<file path="src/rtl/pipe_pkg.sv">
// Shared types and constants for the pipeline stage register slice.
package pipe_pkg;

    // Occupancy of the two-entry skid stage
    typedef enum logic [1:0] {
        EMPTY = 2'd0,
        ONE   = 2'd1,
        TWO   = 2'd2
    } pipe_state_t;

    // EX/MEM payload: alu_result 32 + write_data 32 + write_reg 5 + upper 1
    localparam int EXMEM_DATA_W = 70;
    // EX/MEM control: reg_write, mem_to_reg, mem_write
    localparam int EXMEM_CTRL_W = 3;
    localparam int STALL_CNT_W  = 16;

    localparam logic [STALL_CNT_W-1:0] STALL_CNT_ONE = 1;
    localparam logic [STALL_CNT_W-1:0] STALL_CNT_MAX = '1;

    // Increment that sticks at all-ones instead of wrapping
    function automatic logic [STALL_CNT_W-1:0] sat_inc(input logic [STALL_CNT_W-1:0] v);
        return (v == STALL_CNT_MAX) ? v : v + STALL_CNT_ONE;
    endfunction

endpackage

</file>
<file path="src/rtl/pipe_entry.sv">
// One pipeline slot: valid flag, control and payload captured together.
// Clear wins over load; clear zeroes valid and control but leaves the payload.
module pipe_entry
    import pipe_pkg::*;
#(
    parameter int DATA_W = EXMEM_DATA_W,
    parameter int CTRL_W = EXMEM_CTRL_W
) (
    input  logic              clk,
    input  logic              rst_n,
    input  logic              i_load,
    input  logic              i_clear,
    input  logic [CTRL_W-1:0] i_ctrl,
    input  logic [DATA_W-1:0] i_data,
    output logic              o_valid,
    output logic [CTRL_W-1:0] o_ctrl,
    output logic [DATA_W-1:0] o_data
);

    logic              r_valid;
    logic [CTRL_W-1:0] r_ctrl;
    logic [DATA_W-1:0] r_data;

    // Slot register: reset clears everything, clear squashes, load captures all fields at once
    always_ff @(posedge clk) begin
        if (!rst_n) begin
            r_valid <= 1'b0;
            r_ctrl  <= '0;
            r_data  <= '0;
        end else if (i_clear) begin
            r_valid <= 1'b0;
            r_ctrl  <= '0;
        end else if (i_load) begin
            r_valid <= 1'b1;
            r_ctrl  <= i_ctrl;
            r_data  <= i_data;
        end
    end

    assign o_valid = r_valid;
    assign o_ctrl  = r_ctrl;
    assign o_data  = r_data;

endmodule

</file>
<file path="src/rtl/pipe_stage_reg.sv">
// Valid/ready pipeline stage register (EX/MEM style) with optional two-entry skid
// buffer, flush, and a saturating downstream-stall counter.
module pipe_stage_reg
    import pipe_pkg::*;
#(
    parameter int DATA_W = EXMEM_DATA_W,
    parameter int CTRL_W = EXMEM_CTRL_W,
    parameter int SKID   = 1
) (
    input  logic                   clk,
    input  logic                   rst_n,
    input  logic                   in_valid,
    output logic                   in_ready,
    input  logic [CTRL_W-1:0]      in_ctrl,
    input  logic [DATA_W-1:0]      in_data,
    output logic                   out_valid,
    input  logic                   out_ready,
    output logic [CTRL_W-1:0]      out_ctrl,
    output logic [DATA_W-1:0]      out_data,
    input  logic                   flush,
    output logic [STALL_CNT_W-1:0] stall_cnt
);

    logic                   w_in_ready;
    logic                   w_in_xfer;
    logic                   w_out_xfer;
    logic                   w_out_valid;
    logic [CTRL_W-1:0]      w_out_ctrl;
    logic [DATA_W-1:0]      w_out_data;
    logic [STALL_CNT_W-1:0] r_stall_cnt;

    assign w_in_xfer  = in_valid & w_in_ready;
    assign w_out_xfer = w_out_valid & out_ready;

    generate
        if (SKID != 0) begin : g_skid
            pipe_state_t       r_state;
            pipe_state_t       w_state_nxt;
            logic              r_in_ready;
            logic              w_load0;
            logic              w_clear0;
            logic              w_load1;
            logic              w_clear1;
            logic              w_sel_skid;
            logic              w_skid_valid;
            logic [CTRL_W-1:0] w_skid_ctrl;
            logic [DATA_W-1:0] w_skid_data;
            logic [CTRL_W-1:0] w_e0_ctrl;
            logic [DATA_W-1:0] w_e0_data;

            // State register; in_ready is registered alongside so it never depends on out_ready
            always_ff @(posedge clk) begin
                if (!rst_n) begin
                    r_state    <= EMPTY;
                    r_in_ready <= 1'b1;
                end else begin
                    r_state    <= w_state_nxt;
                    r_in_ready <= (w_state_nxt != TWO);
                end
            end

            // Next-state: flush empties the stage regardless of traffic
            always_comb begin
                w_state_nxt = r_state;
                if (flush) begin
                    w_state_nxt = EMPTY;
                end else begin
                    case (r_state)
                        EMPTY: if (w_in_xfer) w_state_nxt = ONE;
                        ONE: begin
                            if (w_in_xfer && !w_out_xfer)      w_state_nxt = TWO;
                            else if (!w_in_xfer && w_out_xfer) w_state_nxt = EMPTY;
                        end
                        TWO:     if (w_out_xfer) w_state_nxt = ONE;
                        default: w_state_nxt = EMPTY;
                    endcase
                end
            end

            // Entry controls: output slot refills from input or, when draining TWO, from the skid slot
            always_comb begin
                w_load0    = 1'b0;
                w_clear0   = 1'b0;
                w_load1    = 1'b0;
                w_clear1   = 1'b0;
                w_sel_skid = 1'b0;
                if (flush) begin
                    w_clear0 = 1'b1;
                    w_clear1 = 1'b1;
                end else begin
                    case (r_state)
                        EMPTY: w_load0 = w_in_xfer;
                        ONE: begin
                            if (w_in_xfer && w_out_xfer) w_load0  = 1'b1;
                            else if (w_in_xfer)          w_load1  = 1'b1;
                            else if (w_out_xfer)         w_clear0 = 1'b1;
                        end
                        TWO: begin
                            if (w_out_xfer) begin
                                w_load0    = w_skid_valid;
                                w_sel_skid = 1'b1;
                                w_clear1   = 1'b1;
                            end
                        end
                        default: begin
                            w_clear0 = 1'b1;
                            w_clear1 = 1'b1;
                        end
                    endcase
                end
            end

            assign w_e0_ctrl  = w_sel_skid ? w_skid_ctrl : in_ctrl;
            assign w_e0_data  = w_sel_skid ? w_skid_data : in_data;
            assign w_in_ready = r_in_ready;

            pipe_entry #(.DATA_W(DATA_W), .CTRL_W(CTRL_W)) u_out_entry (
                .clk     (clk),
                .rst_n   (rst_n),
                .i_load  (w_load0),
                .i_clear (w_clear0),
                .i_ctrl  (w_e0_ctrl),
                .i_data  (w_e0_data),
                .o_valid (w_out_valid),
                .o_ctrl  (w_out_ctrl),
                .o_data  (w_out_data)
            );

            pipe_entry #(.DATA_W(DATA_W), .CTRL_W(CTRL_W)) u_skid_entry (
                .clk     (clk),
                .rst_n   (rst_n),
                .i_load  (w_load1),
                .i_clear (w_clear1),
                .i_ctrl  (in_ctrl),
                .i_data  (in_data),
                .o_valid (w_skid_valid),
                .o_ctrl  (w_skid_ctrl),
                .o_data  (w_skid_data)
            );
        end else begin : g_single
            logic w_clear;

            // Single slot accepts when it is empty or being drained this cycle
            assign w_in_ready = out_ready | ~w_out_valid;
            assign w_clear    = flush | (w_out_xfer & ~w_in_xfer);

            pipe_entry #(.DATA_W(DATA_W), .CTRL_W(CTRL_W)) u_out_entry (
                .clk     (clk),
                .rst_n   (rst_n),
                .i_load  (w_in_xfer),
                .i_clear (w_clear),
                .i_ctrl  (in_ctrl),
                .i_data  (in_data),
                .o_valid (w_out_valid),
                .o_ctrl  (w_out_ctrl),
                .o_data  (w_out_data)
            );
        end
    endgenerate

    // Count cycles where downstream holds off a valid output, saturating at all-ones
    always_ff @(posedge clk) begin
        if (!rst_n) begin
            r_stall_cnt <= '0;
        end else if (w_out_valid && !out_ready) begin
            r_stall_cnt <= sat_inc(r_stall_cnt);
        end
    end

    assign in_ready  = w_in_ready;
    assign out_valid = w_out_valid;
    // A bubble must never present write enables downstream
    assign out_ctrl  = w_out_valid ? w_out_ctrl : '0;
    assign out_data  = w_out_data;
    assign stall_cnt = r_stall_cnt;

endmodule

</file>
<file path="config.mk">
export PLATFORM = sky130hd
export DESIGN_NAME = pipe_stage_reg
export DESIGN_NICKNAME = d
export VERILOG_FILES = /design/src/rtl/pipe_pkg.sv /design/src/rtl/pipe_entry.sv /design/src/rtl/pipe_stage_reg.sv
export SDC_FILE = /design/constraint.sdc
export NUM_CORES = 1
export LEC_CHECK = 0
export CORE_MARGIN = 4
export CORE_UTILIZATION = 40
export CTS_BUF_LIST = sky130_fd_sc_hd__clkbuf_4 sky130_fd_sc_hd__clkbuf_8
export CTS_CLUSTER_SIZE = 8
export DETAILED_ROUTE_END_ITERATION = 12
export PLACE_DENSITY = 0.68
export SLEW_MARGIN = 15
export SYNTH_ARGS = -nofsm -noshare
export SYNTH_HDL_FRONTEND = slang
export SYNTH_SLANG_ARGS = --single-unit
</file>
<file path="constraint.sdc">
create_clock -name clk -period 2.1 [get_ports clk]
set_input_delay 0.42 -clock clk [delete_from_list [all_inputs] [get_ports clk]]
set_output_delay 0.42 -clock clk [all_outputs]
set_load 0.05 [all_outputs]
</file>
==> reports/results.tsv, run 1 <==
metric	value	unit
DRT iter0 DRCs	437	
RSZ-0062 raised after global routing	false	
DR vias/cell	5.079	
worst skew pair latency	0.46	ns
Final GP Congestion	0.7967	
crit-path cells	clkdlybuf4s50_1	
Logic pwr share	0.158	
initial antenna violation count	0	
Switching Power	1.870	mW
Final setup violation count	0	
filler cell count	1520	
post-synthesis adder-cell area fraction	0.001904	
ANT nets after route	0	
setup bufs post-CTS	0	
simple-gate share of the synthesized area	0.2272	
HP Start	rst_n	
# nets final	1105	
mux share of post-synthesis cell area	0.004570	
Hold WC Path Type	input port to register	
crit path from	g_skid.u_out_entry.o_data[55]$_SDFFE_PN0P_	
worst vdd ir	0.0003949	V
sequential cell area	3347	µm²
num ports	169	
Internal	4.924	mW
worst-path maximum fanout	2	
Clk pwr share	0.349	
reg2reg end	stall_cnt[13]$_SDFFE_PN0P_	
sequential share of power	0.493	
critical path depth	1	
post-synthesis net count	930	
max_cap viols	0	
Post-Synth XOR/XNOR Area	0.002666	
DR WL/cell	14.63	µm
Crit. End Element	primary output	
Least-Margin Pin Slew	0.6453	ns
largest net degree at the start of global routing	86	
top_reg_cell synth	dfxtp_1	
Netlist cell types	42	
# DRC	0	
TNS Setup	0	ns
Sw Share	0.2752	
Port Buffers	168	
main combinational cell family by area after synthesis	simple AND/OR/NAND/NOR gates	
GRT Resource Usage Total	0.2011	
final global-route overflow total	0	
clock-pin slew on the worst setup and hold paths	0.09	ns
hpwl dp	12.30	mm
Slew Limit Headroom	0.5683	
WP data arrival	1.63	ns
share of cells above drive strength 1	0.1039	
Max H-tree Level	4	
Core ar.	16000	µm²
RR Startpoint	stall_cnt[6]$_SDFFE_PN0P_	
starting density of the core	0.4107	
Post-synth EDFFs	0	
CTS tree	yes	
area of the multi-input gates	2974	µm²
post-synthesis register bit count	167	
synthesized area per cell	7.722	µm²
synth warn	0	
Final Slew Violations	0	
crit path to	out_data[55]	
die width	136.2	µm
Vias	6374	
Max Fclk	488.6	MHz
Gate Count Post-Synth	851	
crit path time final	2.047	ns
Critical Path RT	1.68	ns
final wirelength	18.36	mm
worst-path cell with the longest stage delay	clkdlybuf4s50_1	
CTS Sinks	167	
CP delay by family, top	buffers and inverters	
leak pwr	3.913	nW
CTS max path bufs	2	
clock skew	0.01181	ns
CP Launch Type	register	
Num CTS Buffers	17	
DRT Pass-1 Iters	5	
reg2reg path depth	5	
CP peak stage delay	0.82	ns
Synth Cell Area	6571	µm²
Die ar.	18540	µm²
Seq/Total Area, Yosys	0.5088	
Area growth syn-to-layout	42.00	%
R2R setup slack	0.17	ns
vias in the first global route	6087	
ys async rst share	0	
row count	46	
Worst Path Class, Setup	register to primary output	
power density cells	728.1	nW/µm²
CTS Root Cell	clkbuf_8	
Die Span Y	136.2	µm
Hold Vio Cnt, Final	0	
outcome	completed	
first-pass GRT wire length	29.97	mm
compound-gate portion of the synthesized area	0.2112	
fin crit share	0.9745	
Cells after DPL	1223	
WP buf/inv	1	
Pwr Total	6.794	mW
Non-Filler Instances	1255	
Diodes inserted	0	
layer usage:
metal / routed length, µm / GRT usage
met2: 8959 / 0.3360
met3: 920 / 0.04441
met5: 0 / 0
met1: 8290 / 0.2604
met4: 191 / 0.06047
timing repair:
| action | 4_1_cts | 5_1_grt |
|---|---|---|
| hold buffers | 0 | 0 |
| pin swaps | 0 | 1 |
| setup endpoints to repair | 17 | 32 |
| resized for setup | 16 | 30 |
cell usage after synthesis, types with 2 or more instances:
| library cell | number | area share |
|---|---|---|
| nand3b_1 | 2 | 0.0023 |
| o31ai_1 | 6 | 0.0069 |
| nand3_1 | 5 | 0.0038 |
| a311oi_1 | 3 | 0.0040 |
| clkbuf_1 | 46 | 0.026 |
| buf_2 | 11 | 0.0084 |
| and2_1 | 4 | 0.0038 |
| mux2i_1 | 3 | 0.0046 |
| nand2b_1 | 3 | 0.0029 |
| a21oi_1 | 87 | 0.066 |
| nand2_1 | 299 | 0.17 |
| nor4_1 | 4 | 0.0038 |
| dfxtp_1 | 167 | 0.51 |
| o21ai_1 | 59 | 0.045 |
| or3_1 | 5 | 0.0048 |
| nand4_1 | 2 | 0.0019 |
| xor2_1 | 2 | 0.0027 |
| nand4_2 | 2 | 0.0038 |
| o21ai_0 | 18 | 0.014 |
| or4_1 | 6 | 0.0069 |
| buf_1 | 8 | 0.0046 |
| inv_1 | 6 | 0.0034 |
| a31oi_1 | 70 | 0.067 |
| nor2_1 | 14 | 0.0080 |
| and3_1 | 2 | 0.0019 |
worst register-to-register path: stages, from the launching register on:
cell and delay [ns]:
dfxtp_1 0.44, nand4_2 0.18, buf_4 0.18, or4_4 0.52
or4_1 0.40, a21oi_1 0.15
flip-flops by register name, summed over array words and instances (netlist names):
register and count:
g_skid.u_skid_entry.o_ctrl 3, g_skid.u_out_entry.o_ctrl 3, g_skid.r_state 2, in_ready 1
g_skid.u_out_entry.o_valid 1, g_skid.u_out_entry.o_data 70, g_skid.u_skid_entry.o_valid 1, g_skid.u_skid_entry.o_data 70
stall_cnt 16
cell type report:
class                           count  share of cell area
Sequential cell                   167              0.3587
Multi-Input combinational cell    612              0.3187
Timing Repair Buffer              222              0.2474
Tap cell                          216             0.02896
Clock buffer                       20             0.02749
Clock inverter                     12             0.01636
Inverter                            6            0.002414
through the flow:
stage | setup WS [ns] | hold slack (ns) | utilization | instance area [µm²]
floorplan | 0.007234 | 0.4366 | - | 6575
global placement | -0.05442 | 0.4418 | 0.5534 | 8855
detailed placement | -0.1020 | 0.4465 | 0.5534 | 8855
CTS | 0.001022 | 0.4286 | 0.5785 | 9256
global route | 0.001117 | 0.4575 | 0.5832 | 9331
finish | 0.05346 | 0.4559 | 0.5832 | 9331
layout by cell type (no fill, tap or decap), types with 4 or more instances in the layout:
master	Yosys	final
a21oi_1	87	87
a31oi_1	70	70
and2_1	4	4
buf_12	0	15
buf_4	1	46
clkbuf_8	0	17
clkdlybuf4s50_1	0	115
clkinvlp_4	0	4
dfxtp_1	167	164
dlygate4sd2_1	0	15
dlymetal6s2s_1	0	30
inv_1	6	5
nand2_1	299	299
nand3_1	5	5
nor2_1	14	14
o21ai_0	18	18
o21ai_1	59	59
o31ai_1	6	6
or3_1	5	5
or4_1	6	6
how the worst min path moves through the flow:
stage	to	slack, ns	depth (start not counted)
after global routing	g_skid.u_out_entry.o_data[5]$_SDFFE_PN0P_	0.46	4
after detailed placement	g_skid.u_skid_entry.o_data[4]$_SDFFE_PN0P_	0.45	2
after floorplan	g_skid.u_skid_entry.o_ctrl[0]$_SDFFE_PP0P_	0.44	2
after CTS	g_skid.u_out_entry.o_data[5]$_SDFFE_PN0P_	0.43	4
after global placement	g_skid.u_skid_entry.o_data[55]$_SDFFE_PN0P_	0.44	2
final	g_skid.u_out_entry.o_data[5]$_SDFFE_PN0P_	0.46	4
power by group through the flow:
| stage | logic [mW] | clock network [mW] | registers [mW] |
|---|---|---|---|
| global placement | 1.08 | 0 | 3.42 |
| floorplan | 0.264 | 0 | 3.76 |
| CTS | 1.08 | 2.45 | 3.35 |
| detailed placement | 1.08 | 0 | 3.42 |
| global route | 1.14 | 2.58 | 3.37 |
| finish | 1.07 | 2.37 | 3.35 |
cells by family after synthesis:
kind of cell	count (synthesis)
DFF	167
and+or+nand+nor	358
adders and majority gates	1
xor gates and xnor gates	2
AOI/OAI and AO/OA	248
buffers and inverters	72
muxes	3
(Power assumes the default switching activity.)
==> run 2: changes to the inputs <==
==> constraint.sdc (replaced) <==
create_clock -name clk -period 2.6 [get_ports clk]
set_input_delay 0.52 -clock clk [delete_from_list [all_inputs] [get_ports clk]]
set_output_delay 0.52 -clock clk [all_outputs]
set_load 0.05 [all_outputs]
==> reports/results.tsv, run 2 (synthesized netlist as in run 1, its figures left out) <==
metric	value	unit	change
clock-pin slew on the worst setup and hold paths	0.08	ns	was 0.09 ns
Most Used Layer, Global Route	met2		unchanged
Clk pwr share	0.348		was 0.349
hpwl dp	11.60	mm	was 12.30 mm
Worst Path Class, Setup	register to primary output		unchanged
Critical Path RT	2.08	ns	was 1.68 ns
# DRC	0		unchanged
num ports	169		unchanged
sequential cell area	3343	µm²	was 3347 µm²
worst-path cell with the longest stage delay	clkdlybuf4s50_1		unchanged
CP Launch Type	register		unchanged
filler cell count	1572		was 1520
Die ar.	18540	µm²	unchanged
GRT Resource Usage Total	0.1966		was 0.2011
Hold WC Path Type	register to register		was input port to register
hold_buf cts	0		unchanged
final wirelength	18.36	mm	unchanged
CTS Root Cell	clkbuf_8		unchanged
Sw Share	0.2734		was 0.2752
post-route cell area	8897	µm²	was 9331 µm²
ANT nets after route	0		unchanged
Port Buffers	168		unchanged
worst-path maximum fanout	10		was 2
Pwr Total	5.447	mW	was 6.794 mW
Logic pwr share	0.154		was 0.158
Least-Margin Pin Slew	0.6539	ns	was 0.6453 ns
vias in the first global route	5759		was 6087
WP data arrival	1.93	ns	was 1.63 ns
dpl cell area	8483	µm²	was 8855 µm²
TNS Setup	0	ns	unchanged
outcome	completed		unchanged
CTS tree	yes		unchanged
RSZ-0062 raised after global routing	false		unchanged
Max Fclk	408.0	MHz	
WP buf/inv	1		unchanged
met2 Track Usage GR	0.3206		was 0.3360
starting density of the core	0.4107		unchanged
crit path time final	2.451	ns	
Area growth syn-to-layout	35.40	%	was 42.00%
Max H-tree Level	4		unchanged
initial antenna violation count	1		was 0
grt met1 use	0.2592		was 0.2604
row count	46		unchanged
Num CTS Buffers	17		unchanged
DR vias/cell	5.161		was 5.079
CTS Sinks	167		unchanged
die width	136.2	µm	unchanged
CTS max path bufs	2		unchanged
share of cells above drive strength 1	0.05994		was 0.1039
Final Slew Violations	0		unchanged
CP peak stage delay	0.92	ns	was 0.82 ns
# nets final	1067		was 1105
largest net degree at the start of global routing	86		unchanged
Die Span Y	136.2	µm	unchanged
Crit. End Element	primary output		unchanged
Hold Vio Cnt, Final	0		unchanged
most frequent cells in the layout	299 x nand2_1, 167 x dfxtp_1, 164 x clkdlybuf4s50_1, 87 x a21oi_1, 70 x a31oi_1		was 299 x nand2_1, 164 x dfxtp_1, 115 x clkdlybuf4s50_1, 87 x a21oi_1, 70 x a31oi_1
Switching Power	1.489	mW	was 1.870 mW
area of the multi-input gates	2963	µm²	was 2974 µm²
final global-route overflow total	0		unchanged
power density cells	612.2	nW/µm²	was 728.1 nW/µm²
clock skew	0.01445	ns	was 0.01181 ns
fin crit share	0.9428		
Slew Limit Headroom	0.5600		was 0.5683
Final GP Congestion	0.8625		was 0.7967
Vias	6281		was 6374
M3 GR Usage	0.04515		was 0.04441
DRT iter0 DRCs	414		was 437
CP delay by family, top	buffers and inverters		unchanged
worst vdd ir	0.0002833	V	was 0.0003949 V
DRT Pass-1 Iters	4		was 5
Final setup violation count	0		unchanged
commonest non-fill, non-tap cell in the layout	nand2_1		unchanged
sequential share of power	0.498		was 0.493
first-pass GRT wire length	29.25	mm	was 29.97 mm
Internal	3.958	mW	was 4.924 mW
Diodes inserted	0		unchanged
Core ar.	16000	µm²	unchanged
leak pwr	3.195	nW	was 3.913 nW
max_cap viols	0		unchanged
crit-path cells	clkdlybuf4s50_1		unchanged
worst skew pair latency	0.45	ns	was 0.46 ns
DR WL/cell	15.09	µm	was 14.63 µm
[run 2: cell count changes in the layout (fill, tap and decap cells not counted), moves of 2 or more]
cell / before / now
clkdlybuf4s50_1: 115 / 164
buf_4: 46 / 9
dlymetal6s2s_1: 30 / 3
dlygate4sd2_1: 15 / 0
buf_12: 15 / 7
clkbuf_8: 17 / 21
dfxtp_1: 164 / 167
dfxtp_2: 3 / 0
clkinvlp_4: 4 / 2
[run 2: power groups by stage]
stage	logic [mW]	registers [mW]	clock network, mW
floorplan	0.213	3.03	0
global placement	0.838	2.77	0
detailed placement	0.843	2.77	0
CTS	0.847	2.71	1.94
global route	0.894	2.72	2.06
finish	0.841	2.71	1.89
[run 2: worst min-delay path: cells and delay by family (launching register included)]
| kind | cells | cell delay, ns |
|---|---|---|
| DFF | 1 | 0.31 |
| and+or+nand+nor | 1 | 0.05 |
| AOI/OAI and AO/OA | 1 | 0.05 |
[run 2: final cells by class]
cell class / count / area share
repair buffers: 184 / 0.2126
inverters: 6 / 0.002531
clock buffers: 24 / 0.03502
clock inverters: 8 / 0.01069
flip-flops and latches: 167 / 0.3758
well taps: 216 / 0.03038
multi-input cells: 612 / 0.3330
[run 2: path summary, 6_finish.rpt]
kind / slack, ns / depth (start not counted) / end / start
max: 0.15 / 1 / out_valid / g_skid.u_out_entry.o_valid$_SDFFE_PP0P_
min: 0.46 / 2 / g_skid.u_skid_entry.o_data[50]$_SDFFE_PN0P_ / g_skid.u_skid_entry.o_data[50]$_SDFFE_PN0P_
max reg2reg: 0.62 / 5 / stall_cnt[11]$_SDFFE_PN0P_ / stall_cnt[0]$_SDFFE_PN0P_
min reg2reg: 0.46 / 2 / g_skid.u_skid_entry.o_data[50]$_SDFFE_PN0P_ / g_skid.u_skid_entry.o_data[50]$_SDFFE_PN0P_
[run 2: timing repair]
item,in CTS,in global routing
endpoints found under the setup margin,0,3
gates resized for setup,0,3
buffers inserted,0,0
[run 2: metrics by stage]
stage                     hold slack (ns)  worst slack [ns]  cells    util
after floorplan                    0.4366            0.3488    851       -
after global placement             0.4423            0.2071   1185  0.5302
after detailed placement           0.4465            0.1488   1185  0.5302
after CTS                          0.4572          0.001966   1217  0.5556
after global routing               0.4694           0.05510   1217  0.5561
final                              0.4562            0.1488   1217  0.5561
[run 2: metal layers]
layer / share of wire / up-vias
met5: 0.00065 / -
met4: 0.015 / 2
met3: 0.051 / 17
met2: 0.47 / 162
met1: 0.46 / 2919
li1: - / 3181
==> run 3: changes to the inputs <==
--- a/config.mk
+++ b/config.mk
@@ -11,6 +11,7 @@
 export CTS_CLUSTER_SIZE = 8
 export DETAILED_ROUTE_END_ITERATION = 12
 export PLACE_DENSITY = 0.68
+export SKIP_LAST_GASP = 1
 export SLEW_MARGIN = 15
 export SYNTH_ARGS = -nofsm -noshare
 export SYNTH_HDL_FRONTEND = slang
==> results of run 3 <==
Same layout as run 2: the final DEF is identical, and so are final timing and power.
